**src/rtl/dmem_arb_pkg.sv**
```systemverilog
// Shared types and constants for the data-memory arbiter.
//   DEFAULT_ADDR_W / DEFAULT_DATA_W : default bus widths (7-bit byte address, 32-bit word)
//   port_id_t                       : requester index (0 = core datapath, 1 = loader/debug)
//   state_e                         : sequencer states
package dmem_arb_pkg;

    localparam int unsigned DEFAULT_ADDR_W = 7;
    localparam int unsigned DEFAULT_DATA_W = 32;

    typedef logic port_id_t;

    typedef enum logic [1:0] {
        StIdle,
        StAccess,
        StResp
    } state_e;

endpackage

```
**src/rtl/dmem_rr_picker.sv**
```systemverilog
// Combinational two-way round-robin pick.
//   req         : request per port
//   eligible    : ports allowed to win this cycle
//   last_grant  : port granted most recently
//   grant_valid : some eligible port is requesting
//   grant_id    : winning port (meaningful only when grant_valid)
module dmem_rr_picker
    import dmem_arb_pkg::*;
(
    input  logic [1:0] req,
    input  logic [1:0] eligible,
    input  port_id_t   last_grant,
    output logic       grant_valid,
    output port_id_t   grant_id
);

    logic [1:0] cand;

    assign cand = req & eligible;

    always_comb begin
        grant_valid = |cand;
        grant_id    = 1'b0;
        if (&cand) begin
            // Tie: favour the port that did not win last time.
            grant_id = ~last_grant;
        end else begin
            grant_id = cand[1];
        end
    end

endmodule

```
**src/rtl/dmem_arbiter.sv**
```systemverilog
// Two-port arbiter and sequencer in front of a single-ported data memory.
// Port 0 is the core datapath, port 1 the loader/debug port. Each access takes
// one ACCESS cycle on the memory bus followed by a RESP cycle carrying the ack;
// the other port may be granted during RESP so alternating ports run back to back.
//   clock, reset                 : clock, synchronous active-high reset
//   req/we/addr/wdata{0,1}       : per-port command, held until ack
//   ack{0,1}, rdata{0,1}         : completion pulse and held load data
//   mem_address/write/read/wdata : registered memory bus
//   mem_rdata                    : memory read data (updated on negedge)
//   busy                         : high in ACCESS and RESP
module dmem_arbiter
    import dmem_arb_pkg::*;
#(
    parameter int unsigned ADDR_W = DEFAULT_ADDR_W,
    parameter int unsigned DATA_W = DEFAULT_DATA_W
) (
    input  logic              clock,
    input  logic              reset,
    input  logic              req0,
    input  logic              req1,
    input  logic              we0,
    input  logic              we1,
    input  logic [ADDR_W-1:0] addr0,
    input  logic [ADDR_W-1:0] addr1,
    input  logic [DATA_W-1:0] wdata0,
    input  logic [DATA_W-1:0] wdata1,
    output logic              ack0,
    output logic              ack1,
    output logic [DATA_W-1:0] rdata0,
    output logic [DATA_W-1:0] rdata1,
    output logic [ADDR_W-1:0] mem_address,
    output logic              mem_write,
    output logic              mem_read,
    output logic [DATA_W-1:0] mem_wdata,
    input  logic [DATA_W-1:0] mem_rdata,
    output logic              busy
);

    state_e            state_q, state_d;
    port_id_t          last_grant_q;
    port_id_t          cmd_id_q;
    logic [ADDR_W-1:0] mem_address_q;
    logic [DATA_W-1:0] mem_wdata_q;
    logic              mem_write_q, mem_read_q;
    logic              ack0_q, ack1_q;
    logic [DATA_W-1:0] rdata0_q, rdata1_q;
    logic              busy_q;

    logic [1:0] eligible;
    logic       grant_valid;
    port_id_t   grant_id;

    // In RESP the acked port still holds req high, so only the other port may win.
    always_comb begin
        eligible = 2'b00;
        unique case (state_q)
            StIdle:  eligible = 2'b11;
            StResp:  eligible = cmd_id_q ? 2'b01 : 2'b10;
            default: eligible = 2'b00;
        endcase
    end

    dmem_rr_picker u_picker (
        .req         ({req1, req0}),
        .eligible    (eligible),
        .last_grant  (last_grant_q),
        .grant_valid (grant_valid),
        .grant_id    (grant_id)
    );

    always_comb begin
        state_d = state_q;
        unique case (state_q)
            StIdle:   if (grant_valid) state_d = StAccess;
            StAccess: state_d = StResp;
            StResp:   state_d = grant_valid ? StAccess : StIdle;
            default:  state_d = StIdle;
        endcase
    end

    always_ff @(posedge clock) begin
        if (reset) begin
            state_q       <= StIdle;
            last_grant_q  <= 1'b1;
            cmd_id_q      <= 1'b0;
            mem_address_q <= '0;
            mem_wdata_q   <= '0;
            mem_write_q   <= 1'b0;
            mem_read_q    <= 1'b0;
            ack0_q        <= 1'b0;
            ack1_q        <= 1'b0;
            rdata0_q      <= '0;
            rdata1_q      <= '0;
            busy_q        <= 1'b0;
        end else begin
            state_q     <= state_d;
            busy_q      <= (state_d != StIdle);
            mem_write_q <= 1'b0;
            mem_read_q  <= 1'b0;
            ack0_q      <= 1'b0;
            ack1_q      <= 1'b0;

            // The bus registers double as the command latch for the ACCESS cycle.
            if (grant_valid) begin
                last_grant_q  <= grant_id;
                cmd_id_q      <= grant_id;
                mem_address_q <= grant_id ? addr1 : addr0;
                mem_wdata_q   <= grant_id ? wdata1 : wdata0;
                mem_write_q   <= grant_id ? we1 : we0;
                mem_read_q    <= grant_id ? !we1 : !we0;
            end

            if (state_q == StAccess) begin
                if (cmd_id_q) begin
                    ack1_q <= 1'b1;
                    if (mem_read_q) rdata1_q <= mem_rdata;
                end else begin
                    ack0_q <= 1'b1;
                    if (mem_read_q) rdata0_q <= mem_rdata;
                end
            end
        end
    end

    assign mem_address = mem_address_q;
    assign mem_wdata   = mem_wdata_q;
    assign mem_write   = mem_write_q;
    assign mem_read    = mem_read_q;
    assign ack0        = ack0_q;
    assign ack1        = ack1_q;
    assign rdata0      = rdata0_q;
    assign rdata1      = rdata1_q;
    assign busy        = busy_q;

endmodule

```
**config.mk**
```make
export PLATFORM = sky130hd
export DESIGN_NAME = dmem_arbiter
export DESIGN_NICKNAME = d
export VERILOG_FILES = /design/src/rtl/dmem_arb_pkg.sv /design/src/rtl/dmem_rr_picker.sv /design/src/rtl/dmem_arbiter.sv
export SDC_FILE = /design/constraint.sdc
export NUM_CORES = 1
export LEC_CHECK = 0
export CAP_MARGIN = 15
export CORE_ASPECT_RATIO = 0.7
export CORE_MARGIN = 2
export CORE_UTILIZATION = 39
export DETAILED_ROUTE_END_ITERATION = 16
export GPL_TIMING_DRIVEN = 1
export PLACE_DENSITY = 0.82
export SETUP_SLACK_MARGIN = 0.02
export SYNTH_ARGS = -nofsm -noshare
export SYNTH_HDL_FRONTEND = slang
export SYNTH_SLANG_ARGS = --single-unit
export TNS_END_PERCENT = 30
```
**constraint.sdc**
```tcl
create_clock -name clock -period 1.7 [get_ports clock]
set_clock_uncertainty 0.1 [all_clocks]
set_input_delay 0.255 -clock clock [delete_from_list [all_inputs] [get_ports clock]]
set_output_delay 0.255 -clock clock [all_outputs]
set_load 0.05 [all_outputs]
```
==> results.json <==
{
  "status": "complete, no violations",
  "synth.area.mux_share_pct": 9.89,
  "grt_usage_pct": 21.4,
  "vias": 3959,
  "synth-compound-area-share_pct": 16.5,
  "holdPathEnd": "cmd_id_q",
  "layout.area.seq_um2": 2240,
  "clk_latency_ns": 0.34,
  "pre_cts_slack_ns": -0.195,
  "fillers": 837,
  "seq_area_frac_synth_pct": 54.0,
  "cts.sinks": 112,
  "p_sw_mw": 1.82,
  "diodes": 0,
  "hold_class": "in2reg",
  "synthSimpleGateAreaFrac_pct": 14.7,
  "die_h_um": 90.3,
  "worst-r2r-setup-slack_ns": 0.12,
  "antenna_found_initial": 0,
  "synth-xor-area-share_pct": 0,
  "die_width_um": 127,
  "ys_ff_latch": 112,
  "grt_max_degree": 44,
  "cap_violations": 0,
  "via_per_inst": 4.96,
  "rsz0062_at_grt": "false",
  "synth_top_family_by_area": "compound AO/OA/AOI/OAI gates",
  "worst_r2r_path_depth": 5,
  "final_core_util_pct": 64.3,
  "stdcell_area_um2": 6660,
  "crit_path_end_kind": "flop",
  "min_period_over_period_pct": 92.8,
  "clock.fmax_mhz": 634,
  "worst_pin_slew_ns": 0.352,
  "p_sw_share_pct": 28.9,
  "setup_ws_ns": 0.123,
  "power_mw": 6.32,
  "r2r_end": "rdata0[16]",
  "area_growth_pct": 60.4,
  "cp.required_ns": 1.83,
  "placed_area_um2": 6350,
  "hp-start": "reset",
  "postSynthCellCount": 445,
  "syn_avg_cell_area_um2": 9.33,
  "hold_viol": 0,
  "start_util_pct": 40.1,
  "synth_area_leaders": "dfxtp_1, nand2_1, mux2i_1, o2bb2ai_1, a21oi_1",
  "period_minus_slack_ns": 1.58,
  "synth_fa_ha_area_share_pct": 0,
  "p_seq_share_pct": 44.7,
  "dr.first_iter.drc_count": 162,
  "whs_ns": 0.0798,
  "overflow": 0,
  "synth_top_area_share_pct": 54.0,
  "drcViolationCount": 0,
  "multi_input_area_um2": 1720,
  "tns_ns": 0,
  "power.share.clock_pct": 34.6,
  "dr.pass1.iters": 5,
  "portBuffers": 223,
  "fin_cells": 798,
  "cp_data_arrival_time_ns": 1.70,
  "power.density_nw_per_um2": 949,
  "core-area_um2": 10400,
  "placed_cells": 782,
  "final_nets": 777,
  "num_rows": 31,
  "cts_tree": "built",
  "cts.path.max_buffers": 2,
  "drive_above_1_share_pct": 22.4,
  "cts_root_buffer": "clkbuf_16",
  "wirelength_um": 12400,
  "ctsHoldBuffers": 0,
  "clk_pin_slew_ns": 0.07,
  "grt_pass1_wl_um": 19700,
  "crit_path_start_kind": "flop",
  "ant_nets": 0,
  "syn-num-nets": 561,
  "synth_area_um2": 4150,
  "setup_viol": 0,
  "first_global_vias": 4043,
  "power_frac_comb_pct": 20.7,
  "synth_cell_type_count": 22,
  "path_class": "reg2reg",
  "path_max_fanout": 32,
  "ys.warnings.count": 0,
  "die_area_um2": 11500,
  "slew_violations": 0,
  "power.leakage_nw": 2.81,
  "drt-wirelength-per-cell_um": 15.5,
  "gp_congestion": 0.840,
  "hpwl_um": 9160,
  "ios": 224,
  "synth_top_area_cell": "dfxtp_1",
  "cts_buffers": 9,
  "htree_levels": 3,
  "internal-power_mw": 4.50,
  "relSlewSlack_pct": 76.5,
  "max-vdd-ir-drop_uv": 604,
  "holdPathStages": 2,
  "reg2reg_from": "state_q[0]"
}
[Yosys cell counts]
master     count
nor2b_1        2
clkbuf_1      18
nand3b_1       2
buf_4          7
inv_1          2
buf_2          6
nor3_2         1
and2_1         1
nand2b_1       2
or3_1          1
nor3b_2        1
o21ai_0        1
a211oi_2       1
nand4b_1       2
or3b_2         1
mux2i_1       41
nor2_1         4
o2bb2ai_1     39
nand2_1      132
buf_6          4
a21oi_1       65
dfxtp_1      112
[critical path, cell delays in order (launching register included)]
cell	delay (ns)
dfxtp_1	0.43
nand2_1	0.19
or3_1	0.39
buf_12	0.19
nand2_1	0.09
a21oi_1	0.06
[placed cells by master (no fill, tap or decap), types with 3 or more instances in the layout]
master | netlist | final
inv_6 | 0 | 3
nand2_1 | 132 | 132
mux2i_1 | 41 | 41
clkdlybuf4s50_1 | 0 | 114
clkbuf_16 | 0 | 9
buf_12 | 0 | 10
dfxtp_1 | 112 | 110
nor2_1 | 4 | 3
a21oi_1 | 65 | 65
o2bb2ai_1 | 39 | 39
buf_4 | 7 | 115
[worst max-delay path by stage]
stage	startpoint	to	slack, ns	cells after the start
finish	state_q[0]	rdata0[16]	0.12	5
global route	state_q[0]	rdata0[19]	0.03	5
CTS	cmd_id_q	mem_wdata[28]	0.07	6
detailed placement	req0	mem_wdata[22]	-0.19	7
global placement	req0	mem_wdata[15]	-0.14	7
floorplan	mem_read	rdata0[11]	0.08	6
[area by class of cell]
| type | instances | area share, % |
|---|---|---|
| Sequential cell | 112 | 33.7 |
| Timing Repair Buffer | 240 | 33.2 |
| Multi-Input combinational cell | 296 | 25.9 |
| Clock buffer | 9 | 3.38 |
| Tap cell | 132 | 2.48 |
| Clock inverter | 7 | 1.28 |
| Inverter | 2 | 0.113 |
[per-layer routing]
layer	vias to the layer above	routed length [um]	global-route usage (%)
met5	-	0	0
met4	0	197	6.87
met3	15	1100	7.41
met2	166	5850	36.7
met1	1831	5230	25.2
li1	1947	-	-
[power groups by stage]
stage          Sequential [mW]  Clock (mW)  Combinational [mW]
2_1_floorplan             3.28           0               0.323
3_3_place_gp              2.88           0                1.29
3_5_place_dp              2.88           0                1.31
4_1_cts                   2.82        2.26                1.31
5_1_grt                   2.84        2.34                1.37
6_report                  2.83        2.19                1.31
[kinds of logic after synthesis]
kind of cell | Yosys count
muxes | 41
DFF | 112
and+or+nand+nor | 149
buffers and inverters | 37
AOI/OAI and AO/OA | 106
[state kept, by name (all words and copies together) (netlist names)]
register / flops
state_q: 2
rdata1: 32
busy: 1
ack1: 1
mem_wdata: 32
rdata0: 32
last_grant_q: 1
mem_read: 1
mem_address: 7
mem_write: 1
ack0: 1
cmd_id_q: 1
[repair_timing]
action	CTS	global route
setup endpoints to repair	0	38
gates resized for setup	0	1
buffers inserted	0	0
Power figures use the tool's default switching activity.
